File: config.mk
export PLATFORM = sky130hd
export DESIGN_NAME = cmd_collector_flat
export DESIGN_NICKNAME = d
export VERILOG_FILES = /design/src/rtl/uart_regfile_pkg.sv /design/src/rtl/cmd_collector_if.sv /design/src/rtl/cmd_collector.sv /design/src/flat_wrapper.sv
export SDC_FILE = /design/constraint.sdc
export NUM_CORES = 1
export LEC_CHECK = 0
export ABC_CLOCK_PERIOD_IN_PS = 4200
export BUFFER_PORTS_ARGS = -buffer_cell sky130_fd_sc_hd__buf_2
export CORE_UTILIZATION = 25
export CTS_CLUSTER_DIAMETER = 100
export CTS_CLUSTER_SIZE = 25
export DETAILED_ROUTE_END_ITERATION = 12
export GPL_TIMING_DRIVEN = 0
export PLACE_DENSITY = 0.49
export SYNTH_ARGS = -nofsm -noshare
export SYNTH_HDL_FRONTEND = slang
export SYNTH_SLANG_ARGS = --single-unit
File: constraint.sdc
create_clock -name clk -period 4.2 [get_ports clk]
set_clock_uncertainty 0.05 [all_clocks]
set_input_delay 0.42 -clock clk [delete_from_list [all_inputs] [get_ports clk]]
set_output_delay 0.42 -clock clk [all_outputs]
set_load 0.02 [all_outputs]
File: src/rtl/uart_regfile_pkg.sv
// Shared definitions for the UART register-file path: byte constants,
// command-collector state encoding and the collected frame payload.
package uart_regfile_pkg;

  localparam int unsigned BYTE_W = 8;

  typedef logic [BYTE_W-1:0] byte_t;

  localparam byte_t CMD_WRITE = 8'h57;
  localparam byte_t CMD_READ  = 8'h52;
  localparam byte_t ASCII_CR  = 8'h0D;
  localparam byte_t ASCII_LF  = 8'h0A;

  typedef enum logic [1:0] {
    ST_IDLE     = 2'd0,
    ST_GOT_CMD  = 2'd1,
    ST_GOT_ADDR = 2'd2
  } coll_state_e;

  typedef struct packed {
    byte_t cmd;
    byte_t addr;
    byte_t data;
  } cmd_frame_t;

  function automatic logic is_crlf(input byte_t b);
    return (b == ASCII_CR) || (b == ASCII_LF);
  endfunction

endpackage

File: src/rtl/cmd_collector_if.sv
// Byte-stream in / frame out bundle of the command collector.
//   rx_valid, rx_byte          : strobe + byte from the UART receiver
//   cmd_ready, cmd, addr, data : completed-frame pulse and payload
//   frame_err                  : partial frame abandoned on timeout
//   busy                       : a frame is partially collected
interface cmd_collector_if;
  import uart_regfile_pkg::*;

  logic  rx_valid;
  byte_t rx_byte;
  logic  cmd_ready;
  byte_t cmd;
  byte_t addr;
  byte_t data;
  logic  frame_err;
  logic  busy;

  modport slave (
    input  rx_valid, rx_byte,
    output cmd_ready, cmd, addr, data, frame_err, busy
  );

  modport master (
    output rx_valid, rx_byte,
    input  cmd_ready, cmd, addr, data, frame_err, busy
  );

endinterface

File: src/rtl/cmd_collector.sv
// Collects UART bytes into cmd/addr[/data] frames. Reads (8'h52) are two
// bytes and report data=8'h00; every other command is three bytes. A
// partial frame is abandoned with frame_err after an inter-byte timeout.
//   clk, rst : clock, asynchronous active-low reset
//   bus      : cmd_collector_if slave (byte stream in, frame out)
module cmd_collector
  import uart_regfile_pkg::*;
#(
  parameter int unsigned TIMEOUT_CYCLES = 50000,
  parameter bit          SKIP_CRLF      = 1'b1
) (
  input  logic        clk,
  input  logic        rst,
  cmd_collector_if.slave bus
);

  localparam int unsigned CNT_W = (TIMEOUT_CYCLES > 1) ? $clog2(TIMEOUT_CYCLES) : 1;
  // Timeout fires on the edge where the idle count would reach TIMEOUT_CYCLES-1,
  // i.e. TIMEOUT_CYCLES-1 idle edges after the last accepted byte.
  localparam logic [CNT_W-1:0] CNT_LAST = CNT_W'(TIMEOUT_CYCLES - 2);

  coll_state_e      state_q, state_d;
  cmd_frame_t       frame_q, frame_d;
  logic [CNT_W-1:0] cnt_q, cnt_d;
  logic             cmd_ready_q, cmd_ready_d;
  logic             frame_err_q, frame_err_d;
  logic             busy_q;
  logic             skip_c;
  logic             timeout_c;

  assign skip_c    = SKIP_CRLF && is_crlf(bus.rx_byte);
  // A byte arriving on the timeout edge takes priority over the timeout.
  assign timeout_c = (state_q != ST_IDLE) && !bus.rx_valid && (cnt_q == CNT_LAST);

  // State register
  always_ff @(posedge clk or negedge rst) begin
    if (!rst) state_q <= ST_IDLE;
    else      state_q <= state_d;
  end

  // Next-state logic
  always_comb begin
    state_d = state_q;
    case (state_q)
      ST_IDLE: begin
        if (bus.rx_valid && !skip_c) state_d = ST_GOT_CMD;
      end
      ST_GOT_CMD: begin
        if (bus.rx_valid)   state_d = (frame_q.cmd == CMD_READ) ? ST_IDLE : ST_GOT_ADDR;
        else if (timeout_c) state_d = ST_IDLE;
      end
      ST_GOT_ADDR: begin
        if (bus.rx_valid || timeout_c) state_d = ST_IDLE;
      end
      default: state_d = ST_IDLE;
    endcase
  end

  // Datapath / output next values
  always_comb begin
    frame_d     = frame_q;
    cnt_d       = cnt_q;
    cmd_ready_d = 1'b0;
    frame_err_d = 1'b0;
    case (state_q)
      ST_IDLE: begin
        cnt_d = '0;
        if (bus.rx_valid && !skip_c) frame_d.cmd = bus.rx_byte;
      end
      ST_GOT_CMD: begin
        if (bus.rx_valid) begin
          cnt_d        = '0;
          frame_d.addr = bus.rx_byte;
          if (frame_q.cmd == CMD_READ) begin
            frame_d.data = 8'h00;
            cmd_ready_d  = 1'b1;
          end
        end else if (timeout_c) begin
          cnt_d       = '0;
          frame_err_d = 1'b1;
        end else begin
          cnt_d = cnt_q + CNT_W'(1);
        end
      end
      ST_GOT_ADDR: begin
        if (bus.rx_valid) begin
          cnt_d        = '0;
          frame_d.data = bus.rx_byte;
          cmd_ready_d  = 1'b1;
        end else if (timeout_c) begin
          cnt_d       = '0;
          frame_err_d = 1'b1;
        end else begin
          cnt_d = cnt_q + CNT_W'(1);
        end
      end
      default: cnt_d = '0;
    endcase
  end

  // Registered datapath and outputs
  always_ff @(posedge clk or negedge rst) begin
    if (!rst) begin
      frame_q     <= '0;
      cnt_q       <= '0;
      cmd_ready_q <= 1'b0;
      frame_err_q <= 1'b0;
      busy_q      <= 1'b0;
    end else begin
      frame_q     <= frame_d;
      cnt_q       <= cnt_d;
      cmd_ready_q <= cmd_ready_d;
      frame_err_q <= frame_err_d;
      busy_q      <= (state_d != ST_IDLE);
    end
  end

  assign bus.cmd_ready = cmd_ready_q;
  assign bus.frame_err = frame_err_q;
  assign bus.busy      = busy_q;
  assign bus.cmd       = frame_q.cmd;
  assign bus.addr      = frame_q.addr;
  assign bus.data      = frame_q.data;

endmodule

File: src/flat_wrapper.sv
// flat-port wrapper written by rule: the top's interface ports become plain ports
module cmd_collector_flat import uart_regfile_pkg::*;
#(
  parameter int unsigned TIMEOUT_CYCLES = 50000,
  parameter bit          SKIP_CRLF      = 1'b1
)
  (clk, rst, bus_rx_valid, bus_rx_byte, bus_cmd_ready, bus_cmd, bus_addr, bus_data, bus_frame_err, bus_busy);
  cmd_collector_if bus_i ();
  input  logic clk;
  input  logic rst;
  input wire logic [$bits(bus_i.rx_valid)-1:0] bus_rx_valid;
  input wire logic [$bits(bus_i.rx_byte)-1:0] bus_rx_byte;
  output wire logic [$bits(bus_i.cmd_ready)-1:0] bus_cmd_ready;
  output wire logic [$bits(bus_i.cmd)-1:0] bus_cmd;
  output wire logic [$bits(bus_i.addr)-1:0] bus_addr;
  output wire logic [$bits(bus_i.data)-1:0] bus_data;
  output wire logic [$bits(bus_i.frame_err)-1:0] bus_frame_err;
  output wire logic [$bits(bus_i.busy)-1:0] bus_busy;
  assign bus_i.rx_valid = bus_rx_valid;
  assign bus_i.rx_byte = bus_rx_byte;
  assign bus_cmd_ready = bus_i.cmd_ready;
  assign bus_cmd = bus_i.cmd;
  assign bus_addr = bus_i.addr;
  assign bus_data = bus_i.data;
  assign bus_frame_err = bus_i.frame_err;
  assign bus_busy = bus_i.busy;
  cmd_collector #(.TIMEOUT_CYCLES(TIMEOUT_CYCLES), .SKIP_CRLF(SKIP_CRLF)) u_core (.clk(clk), .rst(rst), .bus(bus_i));
endmodule
==> impl_metrics.ini <==
[logic_synthesis]
ys_seq_elements = 45
syn-num-nets = 191
postSynth.asyncResetShare_pct = 100.0
synth_edf_count = 0
synth-main-ff-cell = sky130_fd_sc_hd__dfrtp_1
synthDistinctLibCells = 39
synth_area_mm2 = 0.002058
ys_seq_area_share_pct = 54.71
yosys-top-cells-area = sky130_fd_sc_hd__dfrtp_1 (55%), sky130_fd_sc_hd__mux2_2 (8.8%), sky130_fd_sc_hd__ha_1 (3.6%), sky130_fd_sc_hd__nor2_1 (3.5%), sky130_fd_sc_hd__a22o_1 (3.4%)
mapped_avg_cell_area_um2 = 11.83
synth.largest_area_cell = sky130_fd_sc_hd__dfrtp_1
synth-warning-count = 0
netlist_instances = 174
yosys.area.top_type_share_pct = 54.71

[job]
cap_violations = 0

[floorplanning]
core.rowCount = 32
effective_utilization_at_floorplan_pct = 26.23
die_height_um = 92.74
die-area_mm2 = 0.008600
die_width_um = 92.74
core_region_area_mm2 = 0.007848
num_io_pins = 38

[placed_design]
routabilityCongestion = 0.7157
placement.cell_area_mm2 = 0.002366
numPortBuffers = 36
dp_hpwl_mm = 3.226

[clocking]
cts_buffers = 5
clock_tree_from_tritoncts = done
post_cts_resized = 0
ctsHtreeMaxLevel = 2
cts.reportedPaths.clkPinSlew_ps = 90
clock_sink_count = 45
source_to_sink_clock_delay_at_the_later_pin_of_the_worst_skew_pair_ps = 300
cts_hold_buf = 0
clock_path_buffers = 2
post-cts-setup-buffer-count = 0
root_buffer = sky130_fd_sc_hd__clkbuf_8

[timing]
final_max_slew_viol_count = 0
clock.fmax_mhz = 494.2
rsz0062_at_grt = no
worst_max_slew_margin_expressed_relative_to_the_limit_pct = 31.77
ratio_of_final_minimum_period_to_clock_period_pct = 48.17
worst-slew-pin-transition_ps = 1023
summed_negative_setup_slack_over_all_endpoints_ps = 0
setup_viol = 0
finalHoldViolations = 0
final.min_clock_period_ps = 2023

[global_routing]
wire_length_of_the_first_global_routing_pass_mm = 7.624
grt_pass1_vias = 1479
largest_net_degree_at_the_start_of_global_routing = 46
grt_antenna_before_repair = 0
globalRouteOverflowTotal = 0
grt_usage_pct = 11.58

[worst_setup_path]
critical_path.n_buffers_inverters = 2
startpoint_class = flop
worstPathArrival_ps = 2160
worstPathMaxFanout = 10
cp_capture_type = flop
crit_required_ps = 4340
cpLargestDelayFamily = simple AND/OR/NAND/NOR gates
worst_path_largest_cell_delay_ps = 430
timing.critical_path.cells = inv_1 > ha_1 > and4b_1 > nand4_1 > nand3_1 > buf_2 > nor2_1
reg2regPathDepth = 7
worst-path-stages = 7
reg2reg_setup_slack_ps = 2180
slowest_stage = sky130_fd_sc_hd__dfrtp_1
crit_type = flop to flop

[finish]
postLayoutCellArea_mm2 = 0.002460
diodes = 0
layout-area-overhead-vs-synth_pct = 19.51
mostFrequentLayoutCells = sky130_fd_sc_hd__dfrtp_1 (45), sky130_fd_sc_hd__buf_2 (39), sky130_fd_sc_hd__nor2_1 (19)
share_of_post_route_cells_with_drive_strength_above_1_pct = 31.65
layout.cells.most_common = sky130_fd_sc_hd__dfrtp_1
n_fill_cell = 827
layout.nets = 234

[routing]
first_pass_detailed_route_iteration_total = 4
drc_errors = 0
detailedRoute.firstIterationViolations = 66
routed-via-count = 1483
vias_per_cell = 4.634
antenna_violating_nets_post_route = 0
drt-total-wl_mm = 4.442
wl_per_cell_um = 13.88

[worst_hold_path]
hold_path_class = input port to asynchronous set/reset pin

[power_and_ir_drop]
switchingPower_mw = 0.5968
cellLeakagePower_nw = 1.120
seq_power_share_pct = 41.7
power.density_mw_per_mm2 = 625.3
clkPwrFrac_pct = 18.3
cell_internal_pwr_mw = 0.9413
swShare_pct = 38.80
share_comb_of_total_power_pct = 40.0
ir_worst_vdd_mv = 0.1761

[status]
result_of_the_run = finished clean
-- Yosys cell counts, types with 3 or more instances --
library cell and n:
sky130_fd_sc_hd__dfrtp_1 45, sky130_fd_sc_hd__nand3_1 5, sky130_fd_sc_hd__mux2_2 16, sky130_fd_sc_hd__nor3_1 5, sky130_fd_sc_hd__nand4_1 3, sky130_fd_sc_hd__ha_1 6
sky130_fd_sc_hd__nor2_1 19, sky130_fd_sc_hd__xor2_1 5, sky130_fd_sc_hd__xnor2_1 8, sky130_fd_sc_hd__inv_1 7, sky130_fd_sc_hd__nor4_1 4, sky130_fd_sc_hd__a22o_1 8
sky130_fd_sc_hd__nand2_1 8, sky130_fd_sc_hd__buf_2 3
-- power by group through the flow --
stage                     clock network (mW)  logic, mW  registers [mW]
after floorplan                            0      0.280           0.782
after global placement                     0      0.622           0.646
after detailed placement                   0      0.626           0.650
after CTS                              0.297      0.628           0.642
after global routing                   0.315      0.673           0.664
final                                  0.281      0.616           0.641
-- area by class of cell --
class                   count  area, um^2  share of cell area, %
multi-input cells         118       879.6                  35.76
clock buffers               5       68.82                  2.798
well taps                 102       127.6                  5.188
clock inverters             3       25.02                  1.017
inverters                   7       26.28                  1.068
flip-flops and latches     45        1126                  45.78
plain buffers               4       26.28                  1.068
repair buffers             36       180.2                  7.325
-- state kept, by name, indices dropped and copies added, names as in the netlist --
signal                flops
u_core.bus.frame_err      1
u_core.bus.cmd_ready      1
u_core.bus.addr           8
u_core.cnt_q             16
u_core.bus.data           8
u_core.state_q            2
u_core.bus.cmd            8
u_core.bus.busy           1
-- logic make-up after synthesis --
family	Yosys count	share of synthesized area (%)
AOI/OAI and AO/OA	19	7.356
xor gates and xnor gates	13	5.532
adders and majority gates	6	3.647
buffers and inverters	11	2.553
DFF	45	54.71
muxes	16	8.754
and+or+nand+nor	64	17.45
-- metrics by stage --
stage / std cells / setup slack, ps / hold slack, ps / util, % / power, mW
2_1_floorplan: 174 / 2491 / 74.41 / - / 1.063
3_3_place_gp: 312 / 2184 / 435.4 / 30.15 / 1.268
3_5_place_dp: 312 / 2170 / 440.6 / 30.15 / 1.276
4_1_cts: 320 / 2143 / 282.7 / 31.35 / 1.567
5_1_grt: 320 / 2028 / 340.2 / 31.35 / 1.652
6_report: 320 / 2177 / 242.2 / 31.35 / 1.538
-- metal layers --
metal	vias up	global-route usage [%]	wire, um
met5	-	0	0
met4	0	4.615	80
met3	5	2.709	146
met2	17	19.07	2104
met1	751	14.61	2111
li1	710	-	-
-- path summary, 6_finish.rpt --
path,to,start
worst min-delay path,u_core.cnt_q[0]$_DFF_PN0_,rst
worst max register to register,u_core.cnt_q[8]$_DFF_PN0_,u_core.state_q[0]$_DFF_PN0_
min in group clk,u_core.bus.data[5]$_DFFE_PN0P_,bus_rx_byte[5]
worst max-delay path,u_core.cnt_q[8]$_DFF_PN0_,u_core.state_q[0]$_DFF_PN0_
max in group asynchronous,u_core.bus.data[0]$_DFFE_PN0P_,rst
worst min register to register,u_core.bus.addr[2]$_DFFE_PN0P_,u_core.bus.addr[2]$_DFFE_PN0P_
(Power assumes the default switching activity.)
